File: config.mk
export PLATFORM = sky130hd
export DESIGN_NAME = riscv_trap_ctrl
export DESIGN_NICKNAME = d
export VERILOG_FILES = /design/src/rtl/riscV_unrn_pkg.sv /design/src/rtl/riscv_irq_prio.sv /design/src/rtl/riscv_trap_ctrl.sv
export SDC_FILE = /design/constraint.sdc
export NUM_CORES = 1
export LEC_CHECK = 0
export ABC_CLOCK_PERIOD_IN_PS = 4680
export CELL_PAD_IN_SITES_DETAIL_PLACEMENT = 1
export CELL_PAD_IN_SITES_GLOBAL_PLACEMENT = 2
export CORE_UTILIZATION = 22
export DETAILED_ROUTE_END_ITERATION = 7
export PLACE_DENSITY_LB_ADDON = 0.1
export SKIP_LAST_GASP = 1
export SYNTH_ARGS = -nofsm -noshare
export SYNTH_HDL_FRONTEND = slang
export SYNTH_SLANG_ARGS = --single-unit
File: constraint.sdc
create_clock -name clk -period 4.68 [get_ports clk]
set_clock_uncertainty 0.15 [all_clocks]
set_input_delay 1.17 -clock clk [delete_from_list [all_inputs] [get_ports clk]]
set_output_delay 1.17 -clock clk [all_outputs]
set_load 0.05 [all_outputs]
File: src/rtl/riscV_unrn_pkg.sv
// Shared types and constants for the M-mode trap controller.
package riscV_unrn_pkg;

  localparam int XLEN = 32;

  // Trap vector base; the low two bits are treated as zero by the controller.
  localparam logic [31:0] HARDCODED_MTVEC = 32'h8000_0004;

  localparam logic [1:0] MPP_MACHINE         = 2'b11;
  localparam logic [1:0] MTVEC_MODE_DIRECT   = 2'b00;
  localparam logic [1:0] MTVEC_MODE_VECTORED = 2'b01;

  // mcause encodings
  localparam logic [31:0] M_ILL_INSTR = 32'd2;
  localparam logic [31:0] M_BREAKPOINT = 32'd3;
  localparam logic [31:0] M_ECALL     = 32'd11;
  localparam logic [31:0] M_EXT_INT   = 32'h8000_000B;
  localparam logic [31:0] M_TIMER_INT = 32'h8000_0007;

  // Only MEI (bit 11) and MTI (bit 7) can raise a trap here.
  localparam logic [31:0] SUPPORTED_INTERRUPTS_MASK = 32'h0000_0880;

  typedef enum logic [2:0] {IDLE, SAVE, STACK, UNSTACK, REDIR} trap_state_t;

  typedef struct packed {
    logic [18:0] rsvd_hi;   // [31:13]
    logic [1:0]  mpp;       // [12:11]
    logic [2:0]  rsvd_mid;  // [10:8]
    logic        mpie;      // [7]
    logic [2:0]  rsvd_lo1;  // [6:4]
    logic        mie;       // [3]
    logic [2:0]  rsvd_lo0;  // [2:0]
  } mstatus_csr_t;

  typedef struct packed {
    logic [19:0] rsvd_hi;   // [31:12]
    logic        mei;       // [11]
    logic [2:0]  rsvd_mid;  // [10:8]
    logic        mti;       // [7]
    logic [6:0]  rsvd_lo;   // [6:0]
  } irq_csr_t;

  typedef irq_csr_t mie_csr_t;
  typedef irq_csr_t mip_csr_t;

  // Trap entry: remember the old interrupt enable and disable interrupts.
  function automatic mstatus_csr_t mstatus_stack(input mstatus_csr_t s);
    mstatus_csr_t r;
    r      = s;
    r.mpie = s.mie;
    r.mie  = 1'b0;
    r.mpp  = MPP_MACHINE;
    return r;
  endfunction

  // Trap return: restore the interrupt enable saved on entry.
  function automatic mstatus_csr_t mstatus_unstack(input mstatus_csr_t s);
    mstatus_csr_t r;
    r      = s;
    r.mie  = s.mpie;
    r.mpie = 1'b1;
    r.mpp  = MPP_MACHINE;
    return r;
  endfunction

endpackage

File: src/rtl/riscv_irq_prio.sv
// Interrupt pending/priority resolver: MEI wins over MTI.
module riscv_irq_prio
  import riscV_unrn_pkg::*;
(
  input  logic        mstatus_mie,
  input  mie_csr_t    mie,
  input  mip_csr_t    mip,
  output logic        irq_valid,
  output logic [31:0] irq_cause
);

  logic [31:0] pending;

  // Enabled-and-pending supported interrupts, gated by the global enable.
  always_comb begin
    pending   = mie & mip & SUPPORTED_INTERRUPTS_MASK;
    irq_valid = mstatus_mie & (|pending);
    irq_cause = pending[11] ? M_EXT_INT : M_TIMER_INT;
  end

endmodule

File: src/rtl/riscv_trap_ctrl.sv
// M-mode trap/MRET sequencer: CSR save, mstatus stack/unstack, PC redirect.
// Optional build macro VECTORED_MTVEC_EN: interrupts redirect to
// base + 4*cause; otherwise every trap goes to the base (direct mode).
module riscv_trap_ctrl
  import riscV_unrn_pkg::*;
#(
  parameter logic [XLEN-1:0] MTVEC_BASE = HARDCODED_MTVEC
) (
  input  logic             clk,
  input  logic             rst_n,
  input  logic             exc_valid_i,
  input  logic [31:0]      exc_cause_i,
  input  logic [XLEN-1:0]  exc_epc_i,
  input  logic [XLEN-1:0]  exc_tval_i,
  input  logic             boundary_i,
  input  logic [XLEN-1:0]  int_epc_i,
  input  logic             mret_i,
  input  mstatus_csr_t     mstatus_i,
  input  mie_csr_t         mie_i,
  input  mip_csr_t         mip_i,
  input  logic [XLEN-1:0]  mepc_i,
  output logic             flush_o,
  output logic             busy_o,
  output logic             mepc_we_o,
  output logic [XLEN-1:0]  mepc_wdata_o,
  output logic             mcause_we_o,
  output logic [31:0]      mcause_wdata_o,
  output logic             mtval_we_o,
  output logic [XLEN-1:0]  mtval_wdata_o,
  output logic             mstatus_we_o,
  output mstatus_csr_t     mstatus_wdata_o,
  output logic             redir_valid_o,
  output logic [XLEN-1:0]  redir_pc_o,
  input  logic             redir_ready_i
);

  localparam logic [XLEN-1:0] ALIGN_MASK    = {{(XLEN-2){1'b1}}, 2'b00};
  localparam logic [XLEN-1:0] MTVEC_ALIGNED = MTVEC_BASE & ALIGN_MASK;

  trap_state_t     state_reg;
  logic            irq_valid;
  logic [31:0]     irq_cause;
  logic            take_irq;
  logic [XLEN-1:0] irq_target;

  riscv_irq_prio u_irq_prio (
    .mstatus_mie (mstatus_i.mie),
    .mie         (mie_i),
    .mip         (mip_i),
    .irq_valid   (irq_valid),
    .irq_cause   (irq_cause)
  );

  assign take_irq = irq_valid & boundary_i;

`ifdef VECTORED_MTVEC_EN
  assign irq_target = MTVEC_ALIGNED + (irq_cause << 2);
`else
  assign irq_target = MTVEC_ALIGNED;
`endif

  // Acceptance is only possible from IDLE; everything is ignored while busy.
  assign flush_o = (state_reg == IDLE) & (exc_valid_i | take_irq | mret_i);

  // Sequencer with registered CSR-write and redirect outputs.
  always_ff @(posedge clk or negedge rst_n) begin
    if (!rst_n) begin
      state_reg       <= IDLE;
      busy_o          <= 1'b0;
      mepc_we_o       <= 1'b0;
      mepc_wdata_o    <= '0;
      mcause_we_o     <= 1'b0;
      mcause_wdata_o  <= '0;
      mtval_we_o      <= 1'b0;
      mtval_wdata_o   <= '0;
      mstatus_we_o    <= 1'b0;
      mstatus_wdata_o <= '0;
      redir_valid_o   <= 1'b0;
      redir_pc_o      <= '0;
    end else begin
      mepc_we_o    <= 1'b0;
      mcause_we_o  <= 1'b0;
      mtval_we_o   <= 1'b0;
      mstatus_we_o <= 1'b0;
      case (state_reg)
        IDLE: begin
          if (exc_valid_i) begin
            state_reg      <= SAVE;
            busy_o         <= 1'b1;
            mepc_we_o      <= 1'b1;
            mcause_we_o    <= 1'b1;
            mtval_we_o     <= 1'b1;
            mepc_wdata_o   <= exc_epc_i & ALIGN_MASK;
            mcause_wdata_o <= exc_cause_i;
            mtval_wdata_o  <= exc_tval_i;
            redir_pc_o     <= MTVEC_ALIGNED;
          end else if (take_irq) begin
            state_reg      <= SAVE;
            busy_o         <= 1'b1;
            mepc_we_o      <= 1'b1;
            mcause_we_o    <= 1'b1;
            mtval_we_o     <= 1'b1;
            mepc_wdata_o   <= int_epc_i & ALIGN_MASK;
            mcause_wdata_o <= irq_cause;
            mtval_wdata_o  <= '0;
            redir_pc_o     <= irq_target;
          end else if (mret_i) begin
            state_reg       <= UNSTACK;
            busy_o          <= 1'b1;
            mstatus_we_o    <= 1'b1;
            mstatus_wdata_o <= mstatus_unstack(mstatus_i);
          end
        end
        SAVE: begin
          state_reg       <= STACK;
          mstatus_we_o    <= 1'b1;
          mstatus_wdata_o <= mstatus_stack(mstatus_i);
        end
        STACK: begin
          state_reg     <= REDIR;
          redir_valid_o <= 1'b1;
        end
        UNSTACK: begin
          state_reg     <= REDIR;
          redir_valid_o <= 1'b1;
          redir_pc_o    <= mepc_i;
        end
        REDIR: begin
          if (redir_ready_i) begin
            state_reg     <= IDLE;
            busy_o        <= 1'b0;
            redir_valid_o <= 1'b0;
          end
        end
        default: begin
          state_reg     <= IDLE;
          busy_o        <= 1'b0;
          redir_valid_o <= 1'b0;
        end
      endcase
    end
  end

endmodule
Word-level counts from Yosys, hierarchy flattened --
Index checks and enable logic that the tools add are counted.
Operators by class: $add $sub $neg 0, $mul 0, div/mod/pow operators 0, order comparisons 0, equal/unequal tests 10, shifts and indexed selects 0, multiplexer cells 32, bitwise gates (word level) 8, reductions and logical operators 14
Operators by type and width (number):
- $mux W32 | 11
- $pmux W32 S2 | 2
- $and A12 B12 Y12 | 1
- $mux W3 | 4
- $pmux W3 S4 | 1
- $mux W1 | 10
- $ne A2 B2 Y1 const B | 4
- $reduce_and A2 Y1 | 4
- $eq A3 B2 Y1 const B | 2
- $pmux W1 S3 | 2
- $reduce_bool A2 Y1 | 3
- $reduce_or A2 Y1 | 3
- $mux W4 | 1
- $ne A4 B4 Y1 const B | 1
- $reduce_and A4 Y1 | 1
- $and A1 B1 Y1 | 3
- $eq A3 B1 Y1 const B | 1
- $eq A3 B3 Y1 const B | 1
- $logic_not A3 Y1 | 1
- $ne A3 B3 Y1 const B | 1
- $reduce_and A3 Y1 | 1
- $reduce_or A3 Y1 | 1
- $not A1 Y1 | 2
- $or A1 B1 Y1 | 2
- $pmux W1 S2 | 1
Storage, ports and cells: register bits 167, latch bits 0, memory bits (writable) 0, bits in read-only memories 0, input bits 262, output and inout port bits 167, word-level logic and storage cells 80, memories kept 0

Logic depth before layout (Yosys ltp) --
Gate-level depths: netlist of run 1.
depth in word-level cells 7, depth in mapped cells 6, gate-level depth less buffers 5

By module --
Synthesis of run 1 repeated with hierarchy kept, for this count alone.
Second synthesis, totals: cells, all modules 626, area, all modules 7245.7 µm²
Modules (own cells, without submodules):
- riscv_trap_ctrl | times used 1, cells an instance 590, area an instance 6988.0 µm², seq. area each 4103.9 µm²
- riscv_irq_prio | times used 1, cells an instance 36, area an instance 257.7 µm², seq. area each 0.0 µm²

Least setup slack after synthesis of run 1 --
Ideal clock, no wire load.
path kind input to output, start point in mie_i[11] in the netlist's numbering, end point out flush_o, data arrival time 2.660 ns, data required time 3.360 ns, slack 0.700 ns, cell stages on the path 3, buffers on the path 0, path through a22o_1 > a31oi_1 > a21boi_0
Between the ends: longest elaborated chain between the ends 7
Ends and longest elaborated chain:
- start, declared | line riscv_trap_ctrl.sv:19 | input mie_csr_t mie_i,
- $and A12 B12 Y12 | line riscv_irq_prio.sv:16 | pending = mie & mip & SUPPORTED_INTERRUPTS_MASK;
- $reduce_or A2 Y1 | line riscv_irq_prio.sv:17 | irq_valid = mstatus_mie & (|pending);
- $and A1 B1 Y1 | line riscv_irq_prio.sv:17
- $and A1 B1 Y1 | line riscv_trap_ctrl.sv:54 | assign take_irq = irq_valid & boundary_i;
- $or A1 B1 Y1 (2 in a row) | line riscv_trap_ctrl.sv:63 | assign flush_o = (state_reg == IDLE) & (exc_valid_i | take_irq | mret_i);
- $and A1 B1 Y1 | line riscv_trap_ctrl.sv:63
- end, declared | line riscv_trap_ctrl.sv:22 | output logic flush_o,
No other way between the ends.

Worst setup path in the final report of run 1 --
Ends and elaborated chain as after synthesis.

==> results of run 1 <==
[kinds of logic (layout without fill, tap and decap cells)]
family	count (synthesis)	in the layout	synth area share, %
compound gates	138	138	14.92
buf+inv	47	406	3.855
flops	164	164	63.22
mux	60	60	11.33
other cells	1	2	0.05777
simple gates	109	109	6.611
[metal layers]
metal	vias up	global-route usage, %	share of wire, %
met5	-	0	0.057
met4	2	5.885	2.5
met3	31	4.605	6.8
met2	209	25.75	49
met1	2625	18.18	41
li1	2497	-	-
[power by group]
group	leakage (nW)	internal [mW]	switching (mW)
sequential	2.03	2.04	0.355
combinational	2.43	1.77	3.15
clock	0.290	0.733	0.690
[stage by stage]
| stage | utilization (%) | instances | setup slack (ps) |
|---|---|---|---|
| 2_1_floorplan | - | 520 | 700.3 |
| 3_3_place_gp | 36.23 | 1231 | 575.0 |
| 3_5_place_dp | 36.23 | 1231 | 478.6 |
| 4_1_cts | 38.29 | 1263 | 475.2 |
| 5_1_grt | 38.29 | 1263 | 446.0 |
| 6_report | 38.29 | 1263 | 537.3 |
[path summary, 6_finish.rpt]
| check | startpoint | slack (ps) | cells after the start | end |
|---|---|---|---|---|
| max in group asynchronous | rst_n | 2760 | 2 | mcause_wdata_o[15] |
| worst max-delay path | mie_i[11] | 540 | 5 | flush_o |
| min in group asynchronous | rst_n | 610 | 1 | mstatus_wdata_o[9] |
| worst min register to register | mepc_wdata_o[12] | 330 | 2 | mepc_wdata_o[12] |
| worst min-delay path | mepc_wdata_o[12] | 330 | 2 | mepc_wdata_o[12] |
| worst max register to register | state_reg[0] | 2150 | 3 | mtval_wdata_o[28] |
[area by class of cell]
class | instances | share of cell area [%]
inverter | 6 | 0.2038
clock inverter | 14 | 1.415
multi-input combinational | 309 | 19.60
clock buffer | 18 | 3.974
timing repair buffer | 368 | 33.32
tap | 384 | 4.348
sequential | 164 | 37.14
[cells in the mapped netlist, drive strengths merged]
cell,n
a22o,60
o21ai,64
o211ai,1
mux2i,30
a21boi,2
nand2,97
inv,6
a21oi,1
nor2b,2
clkbuf,16
o22a,3
nor2,5
buf,25
mux2,30
nor3,2
and2,1
conb,1
dfrtp,164
a21o,2
o31ai,1
a31oi,1
o21a,1
a311oi,1
nand2b,2
a32oi,1
[worst max-delay path, cell delays in order]
cell,delay [ps]
clkdlybuf4s50_1,480
a22o_1,310
a31oi_1,140
a21boi_0,500
buf_12,210
==> metrics, run 1 <==
Remaining DRCs=0; Pwr Density=790.0 nW/um2; IO Port Bufs=360; RSZ-0062 raised after global routing=false; Post-CTS Setup Bufs=0; Core Box Area=~29000 um2; vias per cell=~4.2; Die H=173.8 um; Synth cell types=32; Starting Density=22.49%; post-synth top area share=63.22%; Area Growth Syn to Fin=70.24%; peak supply drop=approximately 0.36 mV; global-route usage over all layers=approximately 15%; WP data arrival=around 2800 ps; CTS tree=done; DP Area=10460 um2; CTS max path bufs=2; fill count=3146; n_diodes=0; Worst setup SP type=input port; Area contributors post-synth=dfrtp_1 63%, a22o_1 8.1%, mux2_4 6.0%; via count=5364; Clock Tree Root=clkbuf_16; clock slew at reported path FFs=around 70 ps; number of synthesized register bits=between 150 and 200; largest net degree at the start of global routing=between 100 and 150; first-pass GRT wire length=35.43 mm; fin area=around 11000 um2; Clock Latency Late Sink=about 420 ps; DRT Pass-1 Iters=4; I/O pin cnt=about 430; CP Capture Type=primary output; wire length per cell=18.03 um; Post-CTS Hold Buffers=0; dpl hpwl=approximately 16 mm; die width=roughly 170 um; antenna violations before repair=1; Syn Inst Count=519; full die area=~30000 um2; Storage cell area=4104 um2; final hold viol count=0; f_max=approximately 240 MHz; Num CTS Buffers=17; most frequent cells in the layout=357 x clkdlybuf4s50_1, 164 x dfrtp_1, 97 x nand2_1; placer congestion estimate=~0.76; Seq/Total Area, Yosys=63.22%; CTS resizes=0; final net count=~1100; area of the multi-input gates=about 2200 um2; Worst Hold Class=reg2reg; Worst EP required=between 3000 and 4000 ps; LEAKAGE=between 4 and 5 nW; Pwr Total=a little under 9 mW; commonest non-fill, non-tap cell in the layout=clkdlybuf4s50_1; Slew headroom=between 10% and 20%; sum of negative setup slack=0 ps; YS warnings=0; fin crit period=roughly 4100 ps; Sink Count=164; Tcrit/Tclk final=approximately nine tenths; MaxCap Viol Count=0; worst-path maximum fanout=3; vias in the first global route=~6000; Top Registers=mcause_wdata_o: 32 flops, mtval_wdata_o: 32 flops, redir_pc_o: 32 flops; share of layout cells above drive strength 1=8.987%; Avg Inst Size Synth=12.51 um2; worst slew pin tran=around 1200 ps; run status=complete, no violations; # setup viols final=0; CTS H-tree lvls=4; final wirelength=around 23 mm; Crit Path Category=in2out; Netlist Area Pre-Place=6491 um2; final hold slack=about 330 ps; Rows=62; ANT nets after route=0; Detailed Route Iter0 Violations=around 160; residual overflow from global routing=0; Slew Viols, Final=0; area leader, netlist=dfrtp_1
(Power assumes the default switching activity.)
==> run 2: changes to the inputs <==
- ABC_AREA: default -> 1
- CORE_UTILIZATION: 22 -> 21
==> metrics, run 2 <==
Post-CTS Hold Buffers=0 (unchanged); Avg Inst Size Synth=9.183 um2 (was 12.51 um2); Netlist Area Pre-Place=6731 um2 (was 6491 um2); n_diodes=0 (unchanged); worst setup margin=1021 ps (was 537.3 ps); Remaining DRCs=0 (unchanged); Slew Viols, Final=0 (unchanged); DP Cell Count=1458 (was 1231); Worst Hold Class=reg2reg (unchanged); CTS max path bufs=2 (unchanged); via count=6023 (was 5364); Worst Hold Launch=mcause_wdata_o[23] (was mepc_wdata_o[12]); WP data arrival=2340 ps (was 2820 ps); fin crit period=3659 ps (was 4143 ps); area leader, netlist=dfrtp_1 (unchanged); run status=complete, no violations (unchanged); final wirelength=24.94 mm (was 22.77 mm); antenna violations before repair=1 (unchanged); YS warnings=0 (unchanged); Primary FF master, synth=dfrtp_1 (unchanged); Crit Path Category=in2out (unchanged); Worst setup SP type=input port (unchanged); peak supply drop=0.2644 mV (was 0.3599 mV); die width=181.0 um (was 173.8 um); commonest non-fill, non-tap cell in the layout=clkdlybuf4s50_1 (unchanged); MaxCap Viol Count=0 (unchanged); I/O pin cnt=429 (unchanged); number of synthesized register bits=164 (unchanged); Slew headroom=46.21% (was 17.68%); global-route usage over all layers=15.66% (was 15.27%); LEAKAGE=5.306 nW (was 4.744 nW); r2r startpoint=state_reg[2] (was state_reg[0]); vias in the first global route=6345 (was 5928); post-synth top area share=60.97% (was 63.22%); # setup viols final=0 (unchanged); sum of negative setup slack=0 ps (unchanged); largest net degree at the start of global routing=135 (was 118); first-pass GRT wire length=38.82 mm (was 35.43 mm); fill count=3641 (was 3146); Synth top cells by count=350 x nand2_1, 164 x dfrtp_1, 66 x nand3_1, 31 x o21ai_1, 30 x mux2i_1 (was 164 x dfrtp_1, 97 x nand2_1, 61 x o21ai_0, 60 x a22o_1, 30 x mux2i_1); Starting Density=21.33% (was 22.49%); f_max=273.3 MHz (was 241.4 MHz); Area Growth Syn to Fin=66.12% (was 70.24%); CTS resizes=0 (unchanged); DRT Pass-1 Iters=4 (unchanged); full die area=32770 um2 (was 30200 um2); most frequent cells in the layout=357 x clkdlybuf4s50_1, 350 x nand2_1, 164 x dfrtp_1 (was 357 x clkdlybuf4s50_1, 164 x dfrtp_1, 97 x nand2_1); Num CTS Buffers=17 (unchanged); Synth cell types=23 (was 32); Rows=65 (was 62); wire length per cell=16.75 um (was 18.03 um); CP Capture Type=primary output (unchanged); Post-CTS Setup Bufs=0 (unchanged); IO Port Bufs=360 (unchanged); Seq/Total Area, Yosys=60.97% (was 63.22%); crit path launch=mie_i[7] (was mie_i[11]); Sink Count=164 (unchanged); Clock Latency Late Sink=440 ps (was 420 ps); ANT nets after route=0 (unchanged); Core Box Area=31560 um2 (was 28860 um2); residual overflow from global routing=0 (unchanged); Area contributors post-synth=dfrtp_1 61%, nand2_1 20%, nand3_1 4.9% (was dfrtp_1 63%, a22o_1 8.1%, mux2_4 6.0%); RSZ-0062 raised after global routing=false (unchanged); CTS tree=done (unchanged); Pwr Density=811.7 nW/um2 (was 790.0 nW/um2); clock slew at reported path FFs=60 ps (was 70 ps); final hold viol count=0 (unchanged); vias per cell=4.045 (was 4.247); CTS H-tree lvls=4 (unchanged); Clock Tree Root=clkbuf_16 (unchanged); share of layout cells above drive strength 1=4.600% (was 8.987%); placer congestion estimate=0.7285 (was 0.7608); Final Non-Filler Cells=1489 (was 1263); worst-path maximum fanout=3 (unchanged); Die H=181.0 um (was 173.8 um); most frequent cell after synthesis=nand2_1 (was dfrtp_1); Top Registers=mcause_wdata_o: 32 flops, mtval_wdata_o: 32 flops, redir_pc_o: 32 flops (unchanged); Syn Inst Count=733 (was 519); EDFF count, synth=0 (unchanged); dpl hpwl=17.62 mm (was 16.36 mm); pre-CTS setup slack=985.8 ps (was 478.6 ps); Worst EP required=3360 ps (about the same); final net count=1337 (was 1128); worst slew pin tran=806.9 ps (was 1235 ps); Async SR Flop Fraction=100.0% (unchanged); Detailed Route Iter0 Violations=304 (was 159); Tcrit/Tclk final=78.19% (was 88.52%)
-- run 2: cell count changes in the layout (fill, tap and decap cells not counted), sizes merged, moves of 8 or more --
cell    before  now
a22o        60    0
clkbuf      18   27
mux2        30    0
nor2         5   13
nand2       97  354
nand3        0   67
o21ai       64   34
-- run 2: worst max-delay path, stage by stage --
cell and delay [ps]:
clkdlybuf4s50_1 450, nand2_1 100, nand2_1 70, nand2_1 60
nand3_1 100, nand3_1 120, inv_1 80, buf_4 200
-- run 2: cell families (layout without fill, tap and decap cells) --
kind of cell / count (synthesis) / in the layout / synth area share [%]
compound gates: 36 / 36 / 2.677
buf+inv: 63 / 416 / 5.372
flops: 164 / 164 / 60.97
mux: 30 / 30 / 4.461
other cells: 1 / 2 / 0.05571
simple gates: 439 / 439 / 26.47
-- run 2: worst paths after layout --
path | end | slack (ps) | depth (start not counted)
setup / recovery | flush_o | 1020 | 8
hold / removal | mcause_wdata_o[23] | 320 | 2
setup reg to reg | mstatus_wdata_o[31] | 2480 | 7
hold reg to reg | mcause_wdata_o[23] | 320 | 2
max in group asynchronous | mtval_wdata_o[25] | 2710 | 2
min in group asynchronous | mstatus_wdata_o[11] | 610 | 1
-- run 2: where the power goes --
part	total, mW	leakage [nW]	internal (mW)	switching (mW)
Sequential	2.43	2.06	2.08	0.352
Clock	1.40	0.266	0.812	0.584
Combinational	5.25	2.98	1.62	3.63
-- run 2: final cells by class --
cell class / instances / area (um2) / area share [%]
Clock buffer: 27 / 483.0 / 4.319
Sequential cell: 164 / 4104 / 36.70
Timing Repair Buffer: 370 / 3685 / 32.95
Inverter: 15 / 56.30 / 0.5035
Multi-Input combinational cell: 507 / 2278 / 20.38
Tap cell: 402 / 503.0 / 4.498
Clock inverter: 4 / 72.57 / 0.6490
-- run 2: metrics by stage --
| step | utilization [%] | area (um2) | power (mW) | hold WS (ps) |
|---|---|---|---|---|
| 3_5_place_dp | 33.68 | 10630 | 7.791 | 307.2 |
| 6_report | 35.44 | 11180 | 9.076 | 317.6 |
| 4_1_cts | 35.44 | 11180 | 9.251 | 322.4 |
| 5_1_grt | 35.44 | 11180 | 9.633 | 331.7 |
| 3_3_place_gp | 33.68 | 10630 | 7.763 | 302.3 |
| 2_1_floorplan | - | 6735 | 5.868 | 348.9 |
-- run 2: layer usage --
layer / share of wire, % / vias up / track usage [%]
met5: 0.052 / - / 0
met4: 0.62 / 2 / 3.763
met3: 8.6 / 12 / 6.692
met2: 49 / 189 / 25.84
met1: 42 / 2842 / 18.76
li1: - / 2978 / -
==> patch 1: new RTL, settings of run 2 <==
`XLEN`: 32 -> 48.
--- a/src/rtl/riscV_unrn_pkg.sv
+++ b/src/rtl/riscV_unrn_pkg.sv
@@ -2,5 +2,5 @@
 package riscV_unrn_pkg;
 
-  localparam int XLEN = 32;
+  localparam int XLEN = 48;
 
   // Trap vector base; the low two bits are treated as zero by the controller.
Ports: changed (7 resized); port bits go from 429 to 541. The function was not compared with the original's and may differ.
==> patch 1 against run 2 <==
Sequential cell count rose by 48. Combinational power up 32%. Largest power group unchanged. Power grew 33%. Cell area increased by 34%. Routed wire length is 43% higher. Highest routed layer unchanged. Largest cell class unchanged. Cell count up 33%. Synthesized area rose by 35%. Non-clock buffer count grew 112. Critical path depth is the same. Setup slack got worse by 0.11 ns. Clock power up 46%.
==> patch 1: results (changes against run 2) <==
HP Class: reg2reg
Max Freq: 0.265 GHz (-3.0%)
Clock sink count: 212 (+29%)
Maximum vdd drop: 0.000270 V (+2.3%)
Share of layout cells above drive strength 1: 10.1% (+5.5 points)
Pin count of the biggest net entering global routing: 85 (-37%)
Non-clock buffer count: 482 (+30%)
RR Endpoint: mcause_wdata_o[6]$_DFFE_PN0P_
P_seq: 3.14 mW (+29%)
Uppermost layer routed: met5
Layout non-clock buf frac: 32.3% (-0.61 points)
Fraction of area in multi-input gates: 21.4% (+1.1 points)
Reg-to-reg slack, setup: 2.20 ns (-0.28 ns)
TritonCTS buffer count: 28 (+11)
Worst r2r path cells: 6 (-1)
CP Data Arrival Time: 2.45 ns (+0.11 ns)
Tot GR Track Use: 15.9% (+0.25 points)
GR Layer Usage met1: 18.2% (-0.55 points)
Outcome: complete, no violations
Worst hold stages: 2 (unchanged)
Top flop regs: mtval_wdata_o x48, redir_pc_o x48, mepc_wdata_o x46
Clk cell area share: 5.73% (+0.76 points)
Met3 wire len: 3060 um (+42%)
Clk_buf instances: 45 (+67%)
Worst Hold Path EP: mcause_wdata_o[13]$_DFFE_PN0P_
I/O Buffers: 472 (+31%)
Sequential share of the synthesized area: 58.4% (-2.6 points)
Depth of the CTS H-tree: 1 (-3)
GR met3 Demand/Resource: 6.14% (-0.55 points)
DR vias: 7947 (+32%)
Critical path launch point: mie_i[11]
Synth cell types: 28 (+22%)
Clock Path Buffers: 3 (+1)
Tightest Pin Transition: 0.999 ns (+0.192 ns)
HP Start: mcause_wdata_o[13]$_DFFE_PN0P_
Reg-to-reg critical path startpoint: state_reg[1]$_DFFE_PN0P_
Wire length on met2: 17700 um (+46%)
GR Util met2: 27.7% (+1.9 points)
CP peak stage delay: 0.45 ns (about the same)
Starting DRC count in detailed routing: 333 (+9.5%)
Synth area leaders: dfrtp_1 58%, nand2_1 16%, mux2i_1 5.1%, nand2_2 3.6%, nand3_1 3.4%
DR WL/cell: 17.9 um (+7.0%)
WL met1: 14000 um (+34%)
Net switching share of the total power: 50.1% (-0.25 points)
Static Leak: 7.02 nW (+32%)
Inverters: 15 (unchanged)
Clock share of power: 16.9% (+1.5 points)
Final GP Congestion: 0.704 (-3.3%)
Hpwl dp: 25200 um (+43%)
Final #Nets: 1716 (+28%)
Fillers: 4830 (+33%)
Sequential share of cell area: 35.3% (-1.4 points)
Synth top cells by count: 395 x nand2_1, 212 x dfrtp_1, 62 x nand3_1, 52 x nand2_2, 46 x mux2i_1
First-pass GRT wire length: 53400 um (+38%)
Clock latency on the worst-skew pair: 0.55 ns (+0.11 ns)
Vias in the first global route: 8498 (+34%)
Multi-input comb cells: 651 (+28%)
[patch 1: per-stage QoR]
step | power, mW | utilization (%) | hold WS, ns | area, sq um | std cells
after CTS | 12.4 | 35.5 | 0.322 | 15000 | 1983
after global routing | 12.8 | 35.5 | 0.330 | 15000 | 1983
after detailed placement | 10.2 | 33.5 | 0.308 | 14200 | 1937
after global placement | 10.2 | 33.5 | 0.304 | 14200 | 1937
final | 12.1 | 35.5 | 0.317 | 15000 | 1983
after floorplan | 7.69 | - | 0.349 | 9090 | 940
[patch 1: cells by family (layout without fill, tap and decap cells)]
group | after synthesis | in the layout | synth area share, %
buf+inv | 77 | 543 | 6.19
compound gates | 52 | 52 | 3.11
other cells | 1 | 2 | 0.0413
mux | 46 | 46 | 5.07
flops | 212 | 212 | 58.4
simple gates | 551 | 551 | 27.2
[patch 1: how the worst max path moves through the flow]
stage	to
finish	flush_o
global route	flush_o
CTS	flush_o
detailed placement	flush_o
global placement	flush_o
floorplan	flush_o
==> patch 2: new RTL, settings of run 2 <==
Without the edit above. Register the output `mstatus_wdata_o` once more, without a reset; this adds one clock of latency there. The other outputs are not delayed to match.
--- a/src/rtl/riscv_trap_ctrl.sv
+++ b/src/rtl/riscv_trap_ctrl.sv
@@ -38,4 +38,6 @@
   localparam logic [XLEN-1:0] MTVEC_ALIGNED = MTVEC_BASE & ALIGN_MASK;
 
+  mstatus_csr_t mstatus_wdata_s0;
+
   trap_state_t     state_reg;
   logic            irq_valid;
@@ -75,5 +77,5 @@
       mtval_wdata_o   <= '0;
       mstatus_we_o    <= 1'b0;
-      mstatus_wdata_o <= '0;
+      mstatus_wdata_s0 <= '0;
       redir_valid_o   <= 1'b0;
       redir_pc_o      <= '0;
@@ -109,5 +111,5 @@
             busy_o          <= 1'b1;
             mstatus_we_o    <= 1'b1;
-            mstatus_wdata_o <= mstatus_unstack(mstatus_i);
+            mstatus_wdata_s0 <= mstatus_unstack(mstatus_i);
           end
         end
@@ -115,5 +117,5 @@
           state_reg       <= STACK;
           mstatus_we_o    <= 1'b1;
-          mstatus_wdata_o <= mstatus_stack(mstatus_i);
+          mstatus_wdata_s0 <= mstatus_stack(mstatus_i);
         end
         STACK: begin
@@ -142,3 +144,7 @@
   end
 
+  always_ff @(posedge clk) begin
+    mstatus_wdata_o <= mstatus_wdata_s0;
+  end
+
 endmodule
Check against the original RTL: not equivalent (a bounded check fails within 4 cycles, from zero or initial values and one cycle with rst_n low).
==> patch 2 against run 2 <==
Sequential cell count increased by 31. Synthesized area is 11% higher. Cell area is 6.7% higher. Count of clock-buffer cells in the layout shrank 9. Register-to-register slack got worse by 0.50 ns. Power rose by 3.6%. Fmax fell by 2.7%. Critical path depth unchanged. Setup slack worse by 0.10 ns. Synthesized cell count is 3.4% higher. Sequential share of layout area is 2.9 points higher. Sequential power rose by 15%. Routed wire length up 5.2%. Critical path type unchanged. Critical endpoint unchanged. Largest cell class unchanged. Largest power group unchanged.
==> patch 2: results (changes against run 2) <==
Vias in the first global route: 6455 (+1.7%)
Setup Buffers After CTS: 0 (unchanged)
Root buf cell: clkbuf_16
Pin count of the biggest net entering global routing: 137 (+1.5%)
Depth of the CTS H-tree: 4 (unchanged)
Worst hold stages: 0 (-2)
Static Leak: 5.56 nW (+4.8%)
Worst r2r path cells: 5 (-2)
Synth top cells by count: 346 x nand2_1, 164 x dfrtp_1, 67 x nand3_1, 31 x dfxtp_1, 30 x mux2i_1
Starting DRC count in detailed routing: 240 (-21%)
Worst-path clk slew: 0.08 ns (+0.02 ns)
Tot GR Track Use: 14.6% (-1.1 points)
Resized Gates After CTS: 0 (unchanged)
Top flop regs: mcause_wdata_o x32, mtval_wdata_o x32, redir_pc_o x32
Final GP Congestion: 0.724 (-0.67%)
Ys async rst share: 84.1% (-16 points)
Maximum vdd drop: 0.000310 V (+17%)
CP max-delay cell: clkdlybuf4s50_1
CP max FO: 3 (unchanged)
First-pass GRT wire length: 39500 um (+1.7%)
CP peak stage delay: 0.49 ns (+0.04 ns)
Outcome: complete, no violations
CP delay by family, top: buffers and inverters
Share of layout cells above drive strength 1: 6.83% (+2.2 points)
DR vias: 6222 (+3.3%)
Slew HR: 31.5% (-15 points)
Uppermost layer routed: met5
CP Data Arrival Time: 2.44 ns (+0.10 ns)
HP Class: reg2reg
DRC: 0 (unchanged)
Clock Path Buffers: 2 (unchanged)
Hpwl dp: 18600 um (+5.4%)
Ant diodes: 0 (unchanged)
WL met1: 11400 um (+8.2%)
TritonCTS buffer count: 17 (unchanged)
Synth cell types: 22 (-4.3%)
DR WL/cell: 16.7 um (-0.12%)
Clock latency on the worst-skew pair: 0.45 ns
Synth area leaders: dfrtp_1 55%, nand2_1 17%, dfxtp_1 8.3%, nand3_1 4.5%, mux2i_1 4.0%
Final #Nets: 1362 (+1.9%)
Sequential share of the synthesized area: 63.4% (+2.4 points)
Post-synth top flop: dfrtp_1
Fillers: 4019 (+10%)
Antenna violations before repair: 3 (+2)
Yosys warns: 0 (unchanged)
DR pass1 iterations: 4 (unchanged)
Met3 wire len: 2320 um (+7.9%)
I/O Buffers: 360 (unchanged)
Wire length on met2: 12200 um (+0.20%)
[patch 2: final cells by class]
type	count	area share [%]
timing repair buffer	369	30.8
tap	455	4.77
inverter	12	0.377
multi-input combinational	505	19.5
sequential	195	39.6
clock buffer	18	3.60
clock inverter	14	1.32
[patch 2: metrics by stage]
stage               hold WS [ns]  cells  utilization (%)  setup WS [ns]  area [sq um]
global route               0.229   1568             34.4          0.776         11900
finish                     0.213   1568             34.4          0.918         11900
detailed placement         0.206   1536             32.7          0.905         11300
CTS                        0.216   1568             34.4          0.897         11900
global placement           0.202   1536             32.7          0.910         11300
floorplan                  0.190    759                -           1.50          7460
[patch 2: kinds of logic (layout without fill, tap and decap cells)]
kind of cell           after synthesis  after routing  share of synthesized area (%)
other                                1              2                         0.0503
AND/OR/NAND/NOR                    437            437                           23.6
flip-flops                         195            195                           63.4
multiplexers                        30             30                           4.03
AO/OA/AOI/OAI                       36             36                           3.37
buffers and inverters               59            413                           5.52
[patch 2: report_power, final]
part           internal, mW  switching, mW  total [mW]
Sequential             2.44          0.356        2.80
Combinational          1.59           3.53        5.12
Clock                 0.723          0.767        1.49
[patch 2: worst paths after layout]
check	start	slack [ns]	endpoint
max in group asynchronous	rst_n	2.86	redir_pc_o[16]$_DFFE_PN0P_
worst max register to register	state_reg[2]$_DFFE_PN0P_	1.98	redir_pc_o[15]$_DFFE_PN0P_
worst max-delay path	mstatus_i[3]	0.92	flush_o
min in group asynchronous	rst_n	0.56	mtval_wdata_o[20]$_DFFE_PN0P_
worst min register to register	mstatus_wdata_s0[10]$_DFFE_PN0P_	0.21	mstatus_wdata_o[10]$_DFF_P_
worst min-delay path	mstatus_wdata_s0[10]$_DFFE_PN0P_	0.21	mstatus_wdata_o[10]$_DFF_P_
[patch 2: layer usage]
layer / up-vias / global-route usage [%]
met3: 27 / 5.89
met5: - / 0
met2: 209 / 23.0
met4: 6 / 4.65
li1: 3062 / -
met1: 2918 / 18.0
